File: src/rtl/elevator_request_scheduler.sv
// SCAN-ordered elevator call scheduler: latches floor calls, dispatches one target
// at a time to the elevator core and holds the door open for DWELL cycles on arrival.
module elevator_request_scheduler #(
  parameter int unsigned DWELL = 4
) (
  input  logic       clk,
  input  logic       rst,
  input  logic [9:0] call_btn,
  input  logic [3:0] current_floor,
  input  logic       moving,
  output logic [3:0] request_floor,
  output logic [9:0] pending,
  output logic       door_open,
  output logic       busy
);

  localparam int unsigned NUM_FLOORS = 10;
  localparam int unsigned FLOOR_W    = 4;
  localparam int unsigned CNT_W      = 4;

  typedef enum logic [1:0] {
    ST_IDLE     = 2'd0,
    ST_DISPATCH = 2'd1,
    ST_DWELL    = 2'd2
  } state_t;

  state_t                  state_q, state_d;
  logic                    sweep_up, sweep_d;
  logic [CNT_W-1:0]        dwell_cnt, cnt_d;
  logic [FLOOR_W-1:0]      req_d;
  logic [NUM_FLOORS-1:0]   pending_d, clear_mask;
  logic                    door_d, busy_d;
  logic                    floor_valid, arrived;
  logic                    up_found, dn_found;
  logic [FLOOR_W-1:0]      up_sel, dn_sel;

  // Nearest pending floor at or above / at or below the car.
  always_comb begin
    up_found = 1'b0;
    up_sel   = '0;
    dn_found = 1'b0;
    dn_sel   = '0;
    for (int i = 0; i < int'(NUM_FLOORS); i++) begin
      if (!up_found && pending[i] && (FLOOR_W'(i) >= current_floor)) begin
        up_found = 1'b1;
        up_sel   = FLOOR_W'(i);
      end
      if (pending[i] && (FLOOR_W'(i) <= current_floor)) begin
        dn_found = 1'b1;
        dn_sel   = FLOOR_W'(i);
      end
    end
  end

  // Next-state and next-output logic.
  always_comb begin
    state_d     = state_q;
    sweep_d     = sweep_up;
    cnt_d       = dwell_cnt;
    req_d       = request_floor;
    door_d      = door_open;
    clear_mask  = '0;
    floor_valid = (current_floor <= FLOOR_W'(NUM_FLOORS - 1));
    arrived     = !moving && (current_floor == request_floor);

    case (state_q)
      ST_IDLE: begin
        if (floor_valid && (|pending)) begin
          state_d = ST_DISPATCH;
          if (sweep_up ? up_found : dn_found) begin
            req_d = sweep_up ? up_sel : dn_sel;
          end else begin
            // Nothing ahead: reverse direction and take the far side now.
            sweep_d = !sweep_up;
            req_d   = sweep_up ? dn_sel : up_sel;
          end
        end
      end
      ST_DISPATCH: begin
        if (floor_valid && arrived) begin
          clear_mask = NUM_FLOORS'(1) << request_floor;
          door_d     = 1'b1;
          cnt_d      = CNT_W'(DWELL);
          state_d    = ST_DWELL;
        end
      end
      ST_DWELL: begin
        clear_mask = NUM_FLOORS'(1) << request_floor;
        if (dwell_cnt <= CNT_W'(1)) begin
          state_d = ST_IDLE;
          door_d  = 1'b0;
          cnt_d   = '0;
        end else begin
          cnt_d = dwell_cnt - CNT_W'(1);
        end
      end
      default: begin
        state_d = ST_IDLE;
        door_d  = 1'b0;
        cnt_d   = '0;
      end
    endcase

    pending_d = (pending | call_btn) & ~clear_mask;
    busy_d    = (state_d != ST_IDLE);
  end

  always_ff @(posedge clk) begin
    if (rst) begin
      state_q       <= ST_IDLE;
      sweep_up      <= 1'b1;
      dwell_cnt     <= '0;
      request_floor <= '0;
      pending       <= '0;
      door_open     <= 1'b0;
      busy          <= 1'b0;
    end else begin
      state_q       <= state_d;
      sweep_up      <= sweep_d;
      dwell_cnt     <= cnt_d;
      request_floor <= req_d;
      pending       <= pending_d;
      door_open     <= door_d;
      busy          <= busy_d;
    end
  end

endmodule
File: config.mk
export PLATFORM = sky130hd
export DESIGN_NAME = elevator_request_scheduler
export DESIGN_NICKNAME = d
export VERILOG_FILES = /design/src/rtl/elevator_request_scheduler.sv
export SDC_FILE = /design/constraint.sdc
export NUM_CORES = 1
export LEC_CHECK = 0
export CAP_MARGIN = 30
export CELL_PAD_IN_SITES_DETAIL_PLACEMENT = 1
export CELL_PAD_IN_SITES_GLOBAL_PLACEMENT = 1
export CORE_UTILIZATION = 30
export DETAILED_ROUTE_END_ITERATION = 10
export GPL_TIMING_DRIVEN = 0
export PLACE_DENSITY = 0.67
export SLEW_MARGIN = 20
export SYNTH_ARGS = -nofsm -noshare
export SYNTH_HDL_FRONTEND = slang
export SYNTH_SLANG_ARGS = --single-unit
File: constraint.sdc
create_clock -name clk -period 2.7 [get_ports clk]
set_clock_uncertainty 0.1 [all_clocks]
set_input_delay 0.54 -clock clk [delete_from_list [all_inputs] [get_ports clk]]
set_output_delay 0.54 -clock clk [all_outputs]
set_load 0.02 [all_outputs]
After elaboration in Yosys (flattened, before gate mapping)

Index checks and enable logic that the tools add are counted.

Logic and storage cells: 145
Register bits after elaboration: 23

Muxes and demuxes: 54
Shift-type cells: 1
Reductions and logical operators: 50
Order comparisons: 22
Eq/ne operators: 5
Bitwise gates (word level): 5
Add/subtract/negate cells: 1

Operators by type and width:

| cell                                                                                | number |
|---|---|
| 4-bit two-way mux                                                                   | 21 |
| 1-bit logical AND                                                                   | 32 |
| 1-bit two-way mux                                                                   | 25 |
| 10-bit one-hot mux with 2 select lines                                              | 1 |
| 3-bit by 4-bit greater-or-equal comparator with 1-bit output (first input constant) | 4 |
| 3-bit by 4-bit less-or-equal comparator with 1-bit output (first input constant)    | 4 |
| 4-bit one-hot mux with 3 select lines                                               | 1 |
| 1-bit zero test                                                                     | 11 |
| 10-bit bitwise AND                                                                  | 1 |
| 10-bit two-way mux                                                                  | 1 |
| 10-bit NOT                                                                          | 1 |
| 10-bit OR                                                                           | 1 |
| 10-bit OR reduction                                                                 | 1 |
| 1-bit by 4-bit << shifter with 10-bit output (first input constant)                 | 1 |
| 1-bit by 4-bit greater-or-equal comparator with 1-bit output (first input constant) | 2 |
| 2-bit by 4-bit greater-or-equal comparator with 1-bit output (first input constant) | 2 |
| 4-bit greater-or-equal comparator (first input constant)                            | 2 |
| 1-bit by 4-bit less-or-equal comparator with 1-bit output (first input constant)    | 2 |
| 2-bit by 4-bit less-or-equal comparator with 1-bit output (first input constant)    | 2 |
| 4-bit less-or-equal comparator (first input constant)                               | 2 |
| 2-bit two-way mux                                                                   | 3 |
| 2-bit one-hot mux with 3 select lines                                               | 1 |
| 3-bit AND reduction                                                                 | 2 |
| 4-bit == test                                                                       | 1 |
| other kinds (11)                                                                    | 14 |

Depth between registers and ports, before layout

Gate-level depths: netlist (run 1).

Word-level depth: 42
Gate-level depth with buffers: 8
Depth with buffers taken out: 8

Least setup slack after synthesis (run 1)

OpenSTA, ideal clock, no wires.

Kind: in2reg
Start: input port current_floor[1]
End: register request_floor[0]
Path buffers: 1
Data arrival time: 2.012 ns
Stages on the path: 7
Library setup time: 0.120 ns
Setup slack: 0.468 ns
Cell sequence: buf_2 o41ai_1 nand2b_1 nor4_2 nor2_1 o221a_1 a211o_1

Cells in the longest elaborated chain, start to end: 41
Elaborated cells between the ends (all ways): 103
Those cells by class: order compare (21); mux (42); reduce/logical (40)

RTL lines:

| what                                                          | line | text |
|---|---|---|
| start: declaration                                            | 9    | `input logic [3:0] current_floor,` |
| 1-bit by 4-bit greater-or-equal comparator with 1-bit output  | 44   | `if (!up_found && pending[i] && (FLOOR_W'(i) >= current_floor)) begin` |
| 1-bit logical AND                                             | 44   |  |
| 1-bit two-way mux                                             | 44   |  |
| 1-bit zero test                                               | 44   |  |
| 1-bit logical AND (2 in series)                               | 44   |  |
| 1-bit two-way mux                                             | 44   |  |
| 1-bit zero test                                               | 44   |  |
| 1-bit logical AND (2 in series)                               | 44   |  |
| [21 not listed]                                               | --   |  |
| 1-bit zero test                                               | 44   |  |
| 1-bit logical AND (2 in series)                               | 44   |  |
| 1-bit two-way mux                                             | 44   |  |
| 1-bit zero test                                               | 44   |  |
| 1-bit logical AND (2 in series)                               | 44   |  |
| 4-bit two-way mux / 1-bit two-way mux (equally long branches) | 44   |  |
| 4-bit two-way mux, or another cell as far along               | 75   | `req_d = sweep_up ? dn_sel : up_sel;` |
| 4-bit two-way mux                                             | 70   | `if (sweep_up ? up_found : dn_found) begin` |
| end signal: assignment                                        | 121  | `request_floor <= req_d;` |
| end: declaration                                              | 11   | `output logic [3:0] request_floor,` |

Several ways; a longest one is shown, not always the timed one.
A chain may end at the register's enable or synchronous reset.

Worst setup path after layout (run 1)

Start: input port current_floor[2]
End: register pending[7]

Cells in the longest elaborated chain, start to end: 7
Elaborated cells between the ends (all ways): 8
Those cells by class: order compare (1); eq/ne (1); mux (2); bitwise (2); reduce/logical (2)

RTL lines:

| what                                                                   | line | text |
|---|---|---|
| branches (longest 2 deep; another with 4-bit less-or-equal comparator) | --   |  |
| 1-bit logical AND (*)                                                  | 80   | `if (floor_valid && arrived) begin` |
| 10-bit two-way mux (*)                                                 | 80   |  |
| 10-bit one-hot mux with 2 select lines (*)                             | 66   | `case (state_q)` |
| 10-bit NOT (*)                                                         | 104  | `pending_d = (pending \| call_btn) & ~clear_mask;` |
| 10-bit bitwise AND (*)                                                 | 104  |  |
| end signal: assignment                                                 | 122  | `pending <= pending_d;` |
| end: declaration                                                       | 12   | `output logic [9:0] pending,` |

Mark *: on every way between the ends.

==> flow_summary.ini, run 1 <==
[setup_path]
cp.buffers_inverters = 2
cp_slowest_cell = or4_4
path_class = in2reg
cp_cell_sequence = clkdlybuf4s50_1 > xor2_1 > or4_4 > a211oi_4 > a21oi_2 > nor3b_4 > buf_6 > a41oi_1
setup.worst_path.end_class = flip-flop
critPathArrivalTime_ps = 2670
cpLargestDelayFamily = simple AND/OR/NAND/NOR gates
crit_required_ps = 2730
path_max_fanout = 8
crit_path_start_kind = input pin
cpPeakStageDelay_ps = 500

[synth]
synth_fp_nets = 247
netlist_instances = 224
synth_area_um2 = 1720
synth_edf_count = 0
synth.top_cell.area_share = 0.268
async_flop_share = 0
synth_area_leaders = dfxtp_1 (27%), o21ai_0 (7.3%), nor2_1 (7.0%), a21oi_1 (4.4%), ha_1 (4.4%)
synth_area_leader_cell = dfxtp_1
ys.flop_type = dfxtp_1
synth_most_common_cell = nor2_1
synth_seq_cells = 23
synth_common_cells = nor2_1 (32), o21ai_0 (25), dfxtp_1 (23)
yosysSeqAreaShare = 0.268
yosysWarnings = 0
synthDistinctLibCells = 57
avgSynthCellArea_um2 = 7.68

[cts]
clockBufferDepth = 2
clkLatencyLatePin_ps = 260
hold_buffers = 0
clock-sinks = 23
cts-root-buf = clkbuf_8
numCtsBuffers = 3
clk_pin_slew_ps = 80
cts_tree = done
ctsHtreeMaxLevel = 1

[pwr]
vdd_drop_max_v = 0.000254
power_leakage_nw = 0.836
power.density_nw_per_um2 = 441
pwr-share-clk = 0.215
p_comb_frac = 0.365
pwr-share-seq = 0.420
p_sw_mw = 0.369
p_int_mw = 0.628
p_sw_frac = 0.370

[floorplanning]
io_pins = 33
initial_core_util = 0.312
fp-row-count = 27
fp.coreArea_um2 = 5510
die_h_um = 77.7
fp.dieW_um = 77.7
dieArea_um2 = 6040

[final_layout]
n_antenna_cell = 0
fin_cells = 335
area_delta_synth_final_pct = 31.5
post-route-util = 0.411
finish.net_count = 287
fillers = 679
drive_gt1_frac = 0.125

[route]
ant_nets = 0
via_count = 1862
wirelength_um = 5750
via_per_inst = 5.56
routedWlPerCell_um = 17.2
drt-pass1-iter-count = 4
drt-initial-drc-count = 154
drcViolationCount = 0

[sta]
maxSlewViolCount = 0
slew-limit-headroom = 0.673
hold_viol = 0
period_needed_ps = 2640
fmax_ghz = 0.379
finalSetupTns_ps = 0
period_share = 0.976
tightest_slew_ps = 490
setup_violations = 0
fin_hold_ws_ps = 436

[global_route]
grt_pass1_vias = 1878
grtUsageMet1 = 0.264
grt_util_met2 = 0.333
grt_use_total = 0.197
top_usage_layer = met2
grt.overflow.total = 0
use_met3 = 0.0329
grt_max_degree = 14
grt_pass1_wl_um = 9580
antenna_found_initial = 0

[placed_design]
place_hpwl_um = 4250
gp_congestion = 0.792
dp_cells = 327
port_buffers = 31

[hold_path]
hold_class = reg2reg

[run_status]
status = completed

[flow_run]
max_cap_violations = 0
[placed cells by master, fill, tap and decap left out, types with 2 or more instances in the layout]
master / Yosys / routed
nor2_1: 32 / 30
clkdlybuf4s50_1: 0 / 29
o21ai_0: 25 / 23
dfxtp_1: 23 / 23
a21oi_1: 15 / 15
inv_1: 14 / 14
nor2b_1: 9 / 9
nand2_1: 8 / 8
nor3_1: 6 / 6
a311oi_1: 6 / 6
ha_1: 6 / 6
nand3_1: 5 / 5
nor4_1: 5 / 4
buf_4: 0 / 4
buf_2: 6 / 4
a41oi_1: 5 / 4
a21boi_0: 3 / 3
clkbuf_1: 4 / 3
xor2_1: 3 / 3
clkbuf_8: 0 / 3
buf_6: 1 / 2
nor4_4: 0 / 2
o21bai_1: 2 / 2
o32ai_1: 3 / 2
o21ai_1: 0 / 2
a211oi_1: 2 / 2
clkbuf_2: 0 / 2
nor3b_1: 2 / 2
mux2i_1: 2 / 2
o31ai_1: 2 / 2
o211ai_1: 2 / 2
dlygate4sd2_1: 0 / 2
[power by group through the flow]
stage	sequential, mW	clock (mW)	combinational (mW)
after floorplan	0.434	0	0.198
after global placement	0.425	0	0.345
after detailed placement	0.425	0	0.347
after CTS	0.419	0.220	0.353
after global routing	0.425	0.246	0.394
final	0.419	0.214	0.364
[layer usage]
layer | vias to the layer above | wire length [um]
met1 | 900 | 2720
met5 | - | 0
met3 | 4 | 308
met4 | 0 | 34
met2 | 41 | 2690
li1 | 917 | -
[registers in the layout, summed over array words and instances (netlist names)]
signal	count
state_q	2
busy	1
request_floor	4
dwell_cnt	4
door_open	1
pending	10
sweep_up	1
[worst min-delay path: stages (launching register included)]
cell and delay, ps:
dfxtp_1 350, mux2i_1 70, nor2_1 80
[worst paths after layout]
check | startpoint | end | slack (ps) | cells after the start
max | current_floor[2] | pending[7] | 60 | 8
min | dwell_cnt[1] | dwell_cnt[1] | 440 | 2
max reg2reg | request_floor[2] | pending[7] | 320 | 7
min reg2reg | dwell_cnt[1] | dwell_cnt[1] | 440 | 2
[what timing repair did]
| item | CTS | global route |
|---|---|---|
| endpoints found under the setup margin | 2 | 11 |
| buffers inserted | 1 | 3 |
| resized for setup | 9 | 10 |
| pin swaps | 1 | 4 |
[per-stage QoR]
step / instance area, um^2 / total power [mW] / worst slack [ps]
5_1_grt: 2260 / 1.06 / -4.01
6_report: 2260 / 0.997 / 64.2
3_3_place_gp: 2120 / 0.770 / -456
3_5_place_dp: 2120 / 0.772 / -464
4_1_cts: 2200 / 0.992 / 1.77
2_1_floorplan: 1720 / 0.632 / 468
[cell families after synthesis]
logic type,share of synthesized area
adders and majority gates,0.0436
xor gates and xnor gates,0.0153
buffers and inverters,0.0654
and+or+nand+nor,0.233
muxes,0.0116
AOI/OAI and AO/OA,0.363
DFF,0.268
[layout make-up]
cell class | count | area (um^2) | area share
Multi-Input combinational cell | 175 | 1200 | 0.532
Sequential cell | 23 | 460 | 0.204
Timing Repair Buffer | 35 | 342 | 0.151
Tap cell | 72 | 90.1 | 0.0398
Buffer | 12 | 67.6 | 0.0299
Inverter | 14 | 52.6 | 0.0232
Clock buffer | 3 | 41.3 | 0.0183
Clock inverter | 1 | 5.00 | 0.00221
Power figures use the tool's default switching activity.
==> run 2: changes to the inputs <==
--- a/config.mk
+++ b/config.mk
@@ -8,10 +8,11 @@
 export CAP_MARGIN = 30
 export CELL_PAD_IN_SITES_DETAIL_PLACEMENT = 1
 export CELL_PAD_IN_SITES_GLOBAL_PLACEMENT = 1
-export CORE_UTILIZATION = 30
+export CORE_UTILIZATION = 38
 export DETAILED_ROUTE_END_ITERATION = 10
 export GPL_TIMING_DRIVEN = 0
-export PLACE_DENSITY = 0.67
+export PLACE_DENSITY = 0.81
+export SKIP_CTS_REPAIR_TIMING = 1
 export SLEW_MARGIN = 20
 export SYNTH_ARGS = -nofsm -noshare
 export SYNTH_HDL_FRONTEND = slang
==> run 2 against run 1 <==
Non-clock buffer count unchanged. Sequential cell count unchanged. Utilization is 10 points higher. Register-to-register slack barely moved. Critical path depth increased by 2. Worst setup slack got worse by 51 ps. Die area is 21% lower. Clock-buffer cell count increased by 1. Clock power about the same. Largest power group unchanged.
==> flow_summary.ini, run 2 (synthesis results as in run 1) <==
[run_status]
status = completed

[setup_path]
crit_end = request_floor[0]
cp.depth = 10
path_class = in2reg
cp_cell_sequence = clkdlybuf4s50_1 > clkbuf_4 > clkbuf_4 > o21ai_0 > a21oi_1 > nor4_2 > buf_4 > nor2_2 > o221a_1 > a211o_1
cp.buffers_inverters = 4
critPathArrivalTime_ps = 2730
r2r-start = request_floor[2]
cpPeakStageDelay_ps = 450
reg2reg_to = pending[7]
cp_slowest_cell = clkdlybuf4s50_1
rrSetupSlack_ps = 320
path_max_fanout = 10
cpLargestDelayFamily = buffers and inverters
setup.worst_path.end_class = flip-flop
r2r_cells = 7
crit_required_ps = 2750
crit_path_frequent_cell = clkbuf_4
startpoint = current_floor[1]
crit_path_start_kind = input pin

[global_route]
grt_use_total = 0.236
antenna_found_initial = 0
grt_pass1_vias = 1868
grt_pass1_wl_um = 9340
grt.overflow.total = 0
grt_max_degree = 13

[cts]
ctsHtreeMaxLevel = 1
numCtsBuffers = 3
clock-sinks = 23
clkLatencyLatePin_ps = 260
cts_tree = done
cts-root-buf = clkbuf_8
clk_pin_slew_ps = 80
clockBufferDepth = 2

[route]
wirelength_um = 5710
drcViolationCount = 0
via_per_inst = 6.10
via_count = 1923
drt-pass1-iter-count = 4
ant_nets = 0
drt-initial-drc-count = 96
routedWlPerCell_um = 18.1

[placed_design]
port_buffers = 31
place_hpwl_um = 4100
dp_cells = 307
pre_cts_slack_ps = -424
gp_congestion = 0.827

[final_layout]
largest_reg_flops = 10
fillers = 562
drive_gt1_frac = 0.114
largest_register = pending
final_cell_mix = nor2_1 (30), clkdlybuf4s50_1 (29), o21ai_0 (23), dfxtp_1 (23), a21oi_1 (15)
reg_top3 = pending x10, dwell_cnt x4, request_floor x4
area_delta_synth_final_pct = 29.3
layout_commonest_cell = nor2_1
fin_cells = 315
n_antenna_cell = 0
finish.net_count = 287

[pwr]
p_total_mw = 0.999
vdd_drop_max_v = 0.000278
power.density_nw_per_um2 = 449
power_leakage_nw = 0.847

[floorplanning]
fp.coreArea_um2 = 4350
die_h_um = 69.3
dieArea_um2 = 4800
io_pins = 33
fp.dieW_um = 69.3
initial_core_util = 0.395
fp-row-count = 24

[sta]
period_share = 0.995
fin_hold_ws_ps = 431
period_needed_ps = 2690
postLayoutSetupSlackWorst_ps = 13.2
slew-limit-headroom = 0.670
tightest_slew_ps = 495
maxSlewViolCount = 0
finalSetupTns_ps = 0
fmax_ghz = 0.372
setup_violations = 0
hold_viol = 0

[hold_path]
hold_class = reg2reg

[flow_run]
max_cap_violations = 0
[run 2: changes by cell type in the layout (fill, tap and decap cells not counted), moves of 2 or more]
cell	previous run	this run
buf_2	4	2
dlymetal6s2s_1	0	2
dlygate4sd2_1	2	0
clkbuf_4	1	3
[run 2: worst min-delay path by stage]
stage / startpoint / to / slack (ps) / depth (start not counted)
6_report: dwell_cnt[1] / dwell_cnt[1] / 430 / 2
2_1_floorplan: dwell_cnt[2] / dwell_cnt[2] / 380 / 2
4_1_cts: dwell_cnt[2] / dwell_cnt[2] / 440 / 2
5_1_grt: dwell_cnt[1] / dwell_cnt[1] / 470 / 2
3_5_place_dp: dwell_cnt[2] / dwell_cnt[2] / 420 / 2
3_3_place_gp: door_open / door_open / 410 / 2
[run 2: layer usage]
metal,wire (um),vias to the layer above,part of all wire,track usage
met2,2770,41,0.49,0.409
met1,2670,957,0.47,0.316
met3,211,6,0.037,0.0378
met5,0,-,0,0
li1,-,919,-,-
met4,54,0,0.0095,0.0295
[run 2: area by class of cell]
cell class / instances / area, um^2 / area share
multi-input cells: 175 / 1180 / 0.530
flip-flops and latches: 23 / 460 / 0.207
repair buffers: 35 / 345 / 0.155
plain buffers: 12 / 76.3 / 0.0343
well taps: 52 / 65.1 / 0.0292
inverters: 14 / 52.6 / 0.0236
clock buffers: 4 / 45.0 / 0.0202
[run 2: report_power, final]
group / switching, mW / total (mW) / internal [mW]
registers: 0.0529 / 0.419 / 0.366
clock network: 0.111 / 0.216 / 0.105
logic: 0.204 / 0.364 / 0.160
total: 0.367 / 0.999 / 0.632
[run 2: tightest hold or removal path, stage by stage (launching register included)]
cell     delay (ps)
dfxtp_1         360
mux2i_1          70
nor2_1           70
[run 2: through the flow]
stage	util	area [um^2]
2_1_floorplan	-	1720
3_3_place_gp	0.481	2100
3_5_place_dp	0.481	2100
4_1_cts	0.492	2140
5_1_grt	0.511	2220
6_report	0.511	2220
==> run 3: changes to the inputs <==
--- a/config.mk
+++ b/config.mk
@@ -5,14 +5,15 @@
 export SDC_FILE = /design/constraint.sdc
 export NUM_CORES = 1
 export LEC_CHECK = 0
+export ABC_AREA = 1
 export CAP_MARGIN = 30
 export CELL_PAD_IN_SITES_DETAIL_PLACEMENT = 1
 export CELL_PAD_IN_SITES_GLOBAL_PLACEMENT = 1
-export CORE_UTILIZATION = 38
+export CORE_MARGIN = 4
+export CORE_UTILIZATION = 35
 export DETAILED_ROUTE_END_ITERATION = 10
 export GPL_TIMING_DRIVEN = 0
-export PLACE_DENSITY = 0.81
-export SKIP_CTS_REPAIR_TIMING = 1
+export PLACE_DENSITY = 0.8
 export SLEW_MARGIN = 20
 export SYNTH_ARGS = -nofsm -noshare
 export SYNTH_HDL_FRONTEND = slang
==> run 3 against run 2 <==
Sequential share of layout area is 1.9 points higher. Synthesized cell count is 14% higher. Via count is 6.3% lower. Highest routed layer unchanged. Critical endpoint is now pending[4]. Cell count is 8.6% higher. Maximum frequency is 8.7% higher. Critical path depth is 1 higher. Synthesized area is 5.9% lower.
==> flow_summary.ini, run 3 <==
[route]
routedWlPerCell_um = 15.3
drt-initial-drc-count = 101
ant_nets = 0
wirelength_um = 5230
drcViolationCount = 0
via_count = 1802
via_per_inst = 5.27
drt-pass1-iter-count = 4

[cts]
post-cts-setup-buffers = 0
clk_pin_slew_ps = 80
numCtsBuffers = 3
cts_tree = done
cts-root-buf = clkbuf_8
clockBufferDepth = 2
clkLatencyLatePin_ps = 260
ctsHtreeMaxLevel = 1
clock-sinks = 23

[placed_design]
port_buffers = 31
dp_cells = 338
pre_cts_slack_ps = -85.8
place_hpwl_um = 4400
place_area_um2 = 1990
gp_congestion = 0.819

[setup_path]
startpoint = current_floor[2]
r2r-start = request_floor[0]
critPathArrivalTime_ps = 2520
rrSetupSlack_ps = 690
reg2reg_to = pending[4]
crit_required_ps = 2750
crit_path_frequent_cell = nand2_1
cp_slowest_cell = clkdlybuf4s50_1
r2r_cells = 9
setup.worst_path.end_class = flip-flop
cpPeakStageDelay_ps = 550
path_class = in2reg
cp_cell_sequence = clkdlybuf4s50_1 > inv_2 > nand2_1 > nand2_1 > inv_1 > nor3_1 > nand3_1 > nand2_1 > nand3_1 > nor2_2 > a21oi_1
crit_path_start_kind = input pin
path_max_fanout = 5

[synth]
netlist_instances = 255
synth_area_leader_cell = dfxtp_1
synthDistinctLibCells = 31
synth_edf_count = 0
synth_common_cells = nand2_1 (62), inv_1 (29), nor2_1 (26)
yosysSeqAreaShare = 0.284
async_flop_share = 0
synth_area_um2 = 1620
synth_xor_area_frac = 0.0108
synth_fp_nets = 278
synth_area_leaders = dfxtp_1 (28%), nand2_1 (14%), nand3_1 (6.8%), inv_1 (6.7%), nor2_1 (6.0%)
ys.flop_type = dfxtp_1
synth_compound_area_frac = 0.201
yosysWarnings = 0
synthAdderAreaFrac = 0.0464
synth_most_common_cell = nand2_1
synth.top_cell.area_share = 0.284
synth_top_family_by_area = simple AND/OR/NAND/NOR gates
yosys.area_share.simple = 0.372
synth_seq_cells = 23
avgSynthCellArea_um2 = 6.35
synth.area.mux_share = 0

[flow_run]
max_cap_violations = 0

[sta]
tightest_slew_ps = 583
hold_viol = 0
fmax_ghz = 0.405
setup_violations = 0
maxSlewViolCount = 0
period_needed_ps = 2470
postLayoutSetupSlackWorst_ps = 229
rsz0062_at_grt = yes
period_share = 0.915
slew-limit-headroom = 0.611

[global_route]
grt.overflow.total = 0
grt_max_degree = 13
grt_pass1_wl_um = 9230
grt_use_total = 0.189
grt_pass1_vias = 1919
antenna_found_initial = 0

[final_layout]
fillers = 589
largest_reg_flops = 10
n_antenna_cell = 0
fin_area_um2 = 2040
drive_gt1_frac = 0.0759
layout_commonest_cell = nand2_1
final_cell_mix = nand2_1 (62), clkdlybuf4s50_1 (31), inv_1 (29)
largest_register = pending
reg_top3 = pending x10, dwell_cnt x4, request_floor x4
area_delta_synth_final_pct = 26.1
finish.net_count = 314
fin_cells = 342

[run_status]
status = completed

[floorplanning]
fp.dieW_um = 76.0
initial_core_util = 0.367
io_pins = 33
die_h_um = 76.0
fp-row-count = 24
dieArea_um2 = 5780
fp.coreArea_um2 = 4410

[hold_path]
whs_endpoint = door_open
hold_class = reg2reg
hold_depth = 2
min_from = door_open

[pwr]
power_leakage_nw = 0.902
power.density_nw_per_um2 = 497
vdd_drop_max_v = 0.000245
[run 3: cell types whose count changed after synthesis, sizes merged, moves of 5 or more]
cell	previous run	this run
inv	14	32
nand3	5	22
nand2	8	65
nor4	7	2
nor2b	9	0
buf	8	1
a41oi	5	0
a311oi	6	0
[run 3: metal layers]
metal | vias up | share of wire | GRT usage
met5 | - | 0 | 0
li1 | 923 | - | -
met3 | 4 | 0.032 | 0.0142
met2 | 32 | 0.51 | 0.343
met1 | 843 | 0.45 | 0.241
met4 | 0 | 0.0094 | 0.0427
[run 3: per-stage QoR]
| stage | util | power [mW] | setup TNS (ps) | hold WS (ps) |
|---|---|---|---|---|
| final | 0.463 | 1.01 | 0 | 399 |
| after global routing | 0.463 | 1.10 | 0 | 444 |
| after CTS | 0.462 | 1.02 | 0 | 409 |
| after detailed placement | 0.452 | 0.812 | -314 | 393 |
| after global placement | 0.452 | 0.801 | -266 | 365 |
| after floorplan | - | 0.668 | 0 | 370 |
[run 3: worst max-delay path, delay by kind of cell]
family	cells	cell delay, ps
compound gates	1	90
buf+inv	3	780
simple gates	7	1110
[run 3: worst max path at each step]
stage | endpoint | slack, ps
2_1_floorplan | request_floor[0] | 780
3_3_place_gp | pending[5] | -70
3_5_place_dp | pending[4] | -90
4_1_cts | pending[4] | 190
5_1_grt | pending[6] | 4
6_report | pending[4] | 230
[run 3: logic make-up after synthesis]
| group | count (synthesis) |
|---|---|
| AO/OA/AOI/OAI | 55 |
| AND/OR/NAND/NOR | 133 |
| flip-flops | 23 |
| adder cells (fa/ha/maj) | 6 |
| XOR/XNOR | 2 |
| buffers and inverters | 36 |
[run 3: final cells by class]
class	instances	area, um^2	share of cell area
tap	52	65.1	0.0319
multi-input combinational	196	1020	0.501
clock buffer	4	45.0	0.0221
inverter	32	120	0.0588
timing repair buffer	31	310	0.152
sequential	23	460	0.225
buffer	4	18.8	0.00919
[run 3: what timing repair did]
| item | CTS | global route |
|---|---|---|
| endpoints found under the setup margin | 0 | 4 |
| hold buffers | 0 | 0 |
| resized for setup | 0 | 1 |
[run 3: where the power goes]
group	total [mW]	switching (mW)	leakage, nW	internal (mW)
sequential	0.417	0.0432	0.191	0.374
combinational	0.386	0.231	0.689	0.155
clock	0.211	0.106	0.0228	0.105
total	1.01	0.380	0.902	0.634
